[src/rtl/serial_adder_ctrl.sv]
// serial_adder_ctrl: bit-serial sequencer driving an external full adder, LSB first, into a parallel sum
module serial_adder_ctrl #(
  parameter int WIDTH = 8
) (
  input  logic             clk,
  input  logic             rst_n,
  input  logic             start,
  input  logic [WIDTH-1:0] a,
  input  logic [WIDTH-1:0] b,
  input  logic             cin,
  output logic             fa_a,
  output logic             fa_b,
  output logic             fa_cin,
  input  logic             fa_s,
  input  logic             fa_cout,
  output logic             busy,
  output logic             done,
  output logic [WIDTH-1:0] sum,
  output logic             cout
);
  localparam int CW = $clog2(WIDTH);
  typedef enum logic [1:0] {IDLE, SHIFT, FIN} state_t;
  state_t state, state_n;
  logic [WIDTH-1:0] a_sr, b_sr, s_sr;
  logic carry_q;
  logic [CW-1:0] cnt;
  logic last;
  assign last = cnt == CW'(WIDTH - 1);
  // next state and adder drive; the adder only sees operand bits while shifting
  always_comb begin
    state_n = state;
    busy    = state != IDLE;
    fa_a    = 1'b0;
    fa_b    = 1'b0;
    fa_cin  = 1'b0;
    if (state == IDLE && start) state_n = SHIFT;
    if (state == SHIFT) begin
      fa_a    = a_sr[0];
      fa_b    = b_sr[0];
      fa_cin  = carry_q;
      state_n = last ? FIN : SHIFT;
    end
    if (state == FIN) state_n = IDLE;
  end
  // state register
  always_ff @(posedge clk or negedge rst_n)
    if (!rst_n) state <= IDLE;
    else state <= state_n;
  // operand capture, serial shifting and result latch
  always_ff @(posedge clk or negedge rst_n) begin
    if (!rst_n) begin
      a_sr    <= '0;
      b_sr    <= '0;
      s_sr    <= '0;
      carry_q <= 1'b0;
      cnt     <= '0;
      sum     <= '0;
      cout    <= 1'b0;
      done    <= 1'b0;
    end else begin
      done <= state == SHIFT && last;
      if (state == IDLE && start) begin
        a_sr    <= a;
        b_sr    <= b;
        carry_q <= cin;
        cnt     <= '0;
      end
      if (state == SHIFT) begin
        a_sr    <= a_sr >> 1;
        b_sr    <= b_sr >> 1;
        s_sr    <= {fa_s, s_sr[WIDTH-1:1]};
        carry_q <= fa_cout;
        cnt     <= last ? cnt : cnt + 1'b1;
        if (last) begin
          sum  <= {fa_s, s_sr[WIDTH-1:1]};
          cout <= fa_cout;
        end
      end
    end
  end
endmodule

[config.mk]
export PLATFORM = sky130hd
export DESIGN_NAME = serial_adder_ctrl
export DESIGN_NICKNAME = d
export VERILOG_FILES = /design/src/rtl/serial_adder_ctrl.sv
export SDC_FILE = /design/constraint.sdc
export NUM_CORES = 1
export LEC_CHECK = 0
export ABC_AREA = 0
export CAP_MARGIN = 0
export CELL_PAD_IN_SITES_DETAIL_PLACEMENT = 0
export CELL_PAD_IN_SITES_GLOBAL_PLACEMENT = 2
export CORE_ASPECT_RATIO = 0.6
export CORE_UTILIZATION = 31
export DETAILED_ROUTE_END_ITERATION = 6
export GPL_ROUTABILITY_DRIVEN = 0
export PLACE_DENSITY_LB_ADDON = 0.12
export SLEW_MARGIN = 25
export SYNTH_ARGS = -nofsm -noshare
export SYNTH_HDL_FRONTEND = slang
export SYNTH_SLANG_ARGS = --single-unit
[constraint.sdc]
create_clock -name clk -period 1.6 [get_ports clk]
set_input_delay 0.32 -clock clk [delete_from_list [all_inputs] [get_ports clk]]
set_output_delay 0.32 -clock clk [all_outputs]
set_load 0.05 [all_outputs]
## Word-level counts from Yosys, hierarchy flattened

Index checks and enable logic that the tools add are counted.

- Register bits after elaboration: 40
- Bits in latches: 0
- Bits in writable memories: 0
- ROM bits: 0
- Word-level logic and storage cells: 38
- Memories: 0

- Add/subtract/negate cells: 1
- Multiply operators: 0
- Div/mod/pow operators: 0
- Order comparisons: 0
- Eq/ne operators: 4
- Shifts and indexed selects: 0
- Mux-type cells: 16
- Bitwise gates (word level): 0
- Reduce and logical (&&, ||, !) cells: 8

Operator list:

| operator | count |
|---|---|
| two-way mux 8 bit | 4 |
| two-way mux 3 bit | 3 |
| two-way mux 2 bit | 4 |
| two-way mux 1 bit | 5 |
| AND reduction 2 bit | 2 |
| nonzero test 2 bit | 2 |
| adder 3 x 1 -> 3 bit (second input constant) | 1 |
| equality test 3 bit (second input constant) | 1 |
| nonzero test 3 bit | 1 |
| equality test 2 x 1 -> 1 bit (second input constant) | 1 |
| equality test 2 bit (second input constant) | 1 |
| logical AND 1 bit | 2 |
| zero test 2 bit | 1 |
| inequality test 2 bit (second input constant) | 1 |

## Depth between registers and ports, before layout

- Word-level depth: 5
- Depth in mapped cells: 6
- Depth with buffers taken out: 4

## Worst setup path before layout

Ideal clock, no wire load.

- Path kind: register to output
- Start point: register state[1]
- End point: output port fa_a
- Arrival: 1.217 ns
- Required time: 1.280 ns
- Setup slack: 0.063 ns
- Stages on the path, launching flop included: 5
- Path buffers: 1
- Cells stage by stage: dfrtp_1 inv_1 ha_1 buf_2 and2_1

- Cells in the longest elaborated chain, start to end: 2

RTL lines:

| element | line | RTL |
|---|---|---|
| from (decl) | 23 | `state_t state, state_n;` |
| from (signal assigned) | 48 | `else state <= state_n;` |
| equality test 2 x 1 -> 1 bit | 37 | `if (state == SHIFT) begin` |
| two-way mux 1 bit | 37 |  |
| to (decl) | 11 | `output logic fa_a,` |

Every way passes these cells.

## Worst setup path after layout

Ends and elaborated chain as after synthesis.

==> out/results.txt <==
Met1 usage: 19.14%
Pre-Repair DR Iteration Count: 4
Post-route setup slack: 46.05 ps
Fin. Hold Viols: 0
Synth Area in Adders: 3.856%
WL final: 4.114 mm
# rows: 21
Cell Pwr Density: 1966 nW/um^2
Worst Max-Slew Pin Slew: 504.1 ps
Synth Cell Area: 1947 sq um
Via-to-Cell Ratio: 4.727
CP endpoint kind: primary output
Max Cap Viol: 0
IO buf count: 35
Synthesis Warnings: 0
Final Util: 44.73%
All-layer global routing usage: 13.84%
Core area: 5807 sq um
Mux share of post-synthesis cell area: 11.38%
Nets: 236
Clock root cell: clkbuf_8
Post-Syn Nets: 193
Simple-gate share of the synthesized area: 13.11%
Setup TNS: 0 ps
Die ar.: 6612 sq um
Crit Path Class: flop to primary output
Synth Register Bits: 39
Status: completed
Average size of a mapped cell: 11.80 sq um
DR vias: 1366
Clock sinks: 39
Max-slew violations: 0
Clock-pin slew on the worst setup and hold paths: 80 ps
CTS tree: yes
DRC: 0
Synthesis-to-layout area growth: 33.42%
Largest family of logic cells by synthesized area: simple AND/OR/NAND/NOR gates
Ratio of cells with drive above 1 in the final layout: 35.89%
M3 GR Usage: 4.244%
First-pass GRT wire length: 7.134 mm
Setup WS pre-CTS: -42.08 ps
DR WL/cell: 14.24 um
Met2 global-route usage: 20.86%
Relative slew slack: 66.40%
Number of global-route vias before repair: 1419
Tcrit/Tclk final: 97.12%
Peak Freq: 643.5 MHz
Post-Synth XOR/XNOR Area: 0.4499%
Crit path launch type: flop
Final Skew: 3.257 ps
Die Y: 63.39 um
Largest net degree at the start of global routing: 40
WP data arrival: 1230 ps
Clock buffer depth: 2
Minimum clock period: 1554 ps
Starting density of the core: 33.53%
CTS H-tree depth: 2
Total grt overflow: 0
Initial DRC Count: 23
Remaining antenna violation count: 0
Layer with the highest usage: met2
Peak VDD IR: 1.397 mV
Hold_buf cts: 0
Leak Pwr: 1.085 nW
Compound-gate portion of the synthesized area: 12.47%
CP required: 1280 ps
DIE WIDTH: 104.3 um
Seq/Total Area, Yosys: 50.13%
Final Setup Violations: 0
CTS buffer count: 5
Clk_lat worst skew: 290 ps
Cell variety after synth: 22
N_diodes: 0
Min-Delay Path Class: input pin to async pin
RSZ-0062 raised after global routing: true
Initial antenna violation count: 0
Total I/O pin count: 36
Cells after Synth: 165
Crit path max fanout: 5
Post-DP HPWL: 2.861 mm
WHS: 79.17 ps
[critical path: stages, from the launching register on]
cell,delay [ps]
dfrtp_1,400
inv_2,90
ha_4,180
and2_4,160
buf_12,130
[power breakdown]
group	switching, mW	internal [mW]	total (mW)
clock	0.345	0.505	0.849
sequential	0.222	1.37	1.59
combinational	1.44	1.23	2.67
total	2.00	3.10	5.11
[metrics by stage]
| stage | instance area, sq um | instances | power [mW] |
|---|---|---|---|
| global placement | 2412 | 279 | 4.049 |
| CTS | 2585 | 289 | 5.120 |
| floorplan | 1947 | 165 | 3.296 |
| global route | 2597 | 289 | 5.442 |
| finish | 2597 | 289 | 5.106 |
| detailed placement | 2412 | 279 | 4.119 |
[logic make-up after synthesis]
| group | count (synthesis) |
|---|---|
| buf+inv | 34 |
| flops | 39 |
| mux | 20 |
| compound gates | 24 |
| xor+xnor | 1 |
| fa+ha+maj | 6 |
| simple gates | 41 |
[Yosys cell counts]
cell type	n	area, sq um
dfrtp_1	39	975.9
inv_1	20	75.07
mux2_2	17	191.4
nand2_1	15	56.30
nand4b_1	15	131.4
o311ai_0	8	70.07
o311ai_2	7	113.9
ha_1	6	75.07
buf_2	5	25.02
a21oi_1	4	20.02
and2_1	4	25.02
buf_4	3	22.52
buf_6	3	33.78
clkbuf_1	3	11.26
mux2i_1	3	30.03
nand2b_1	3	18.77
o22ai_1	3	18.77
a21bo_2	2	20.02
nand3_1	2	10.01
nand2_2	1	6.260
nand3b_1	1	7.510
xor2_1	1	8.760
[metal layers]
metal / vias to the layer above / part of all wire (%)
li1: 666 / -
met1: 668 / 51
met2: 28 / 43
met3: 4 / 5.1
met4: 0 / 0.61
met5: - / 0
[state kept, by name, indices dropped and copies added, names as in the netlist]
name     count
cnt          3
s_sr         7
a_sr         8
done         1
b_sr         8
sum          8
state        2
cout         1
carry_q      1
[cell type report]
type | count | area [sq um]
Fill cell | 563 | 3209
Sequential cell | 39 | 977.2
Multi-Input combinational cell | 92 | 843.3
Timing Repair Buffer | 50 | 484.2
Tap cell | 80 | 100.1
Clock buffer | 6 | 82.58
Inverter | 20 | 75.07
Clock inverter | 2 | 35.03
[timing repair]
| item | 4_1_cts | 5_1_grt |
|---|---|---|
| pin swaps | 0 | 0 |
| setup buffers | 2 | 0 |
| gates cloned | 0 | 0 |
| setup endpoints to repair | 6 | 11 |
| resized for setup | 11 | 8 |
[path summary, 6_finish.rpt]
path                           from        to  slack, ps  cells past startpoint
hold / removal                rst_n   b_sr[4]         80                      2
hold reg to reg             a_sr[7]   a_sr[6]        490                      2
setup reg to reg           state[1]  state[0]        110                      6
min in group clk            a_sr[7]   a_sr[6]        490                      2
setup / recovery           state[1]      fa_a         50                      4
max in group asynchronous     rst_n  state[0]       1150                      2
[cell usage in the layout, fill, tap and decap left out, types with 2 or more instances in the layout]
cell type,synthesis,final
inv_2,0,3
ha_1,6,3
nand2b_1,3,3
clkdlybuf4s50_1,0,20
and2_4,0,3
nand4b_1,15,15
nand3_1,2,2
o311ai_1,0,3
o311ai_2,7,7
dfrtp_1,39,38
a21oi_1,4,4
mux2i_1,3,3
nand2_1,15,15
ha_4,0,2
clkbuf_8,0,6
buf_4,3,22
buf_12,0,4
o311ai_0,8,5
inv_1,20,17
mux2_2,17,17
a21bo_2,2,2
buf_6,3,3
o22ai_1,3,3
(Power assumes the default switching activity.)
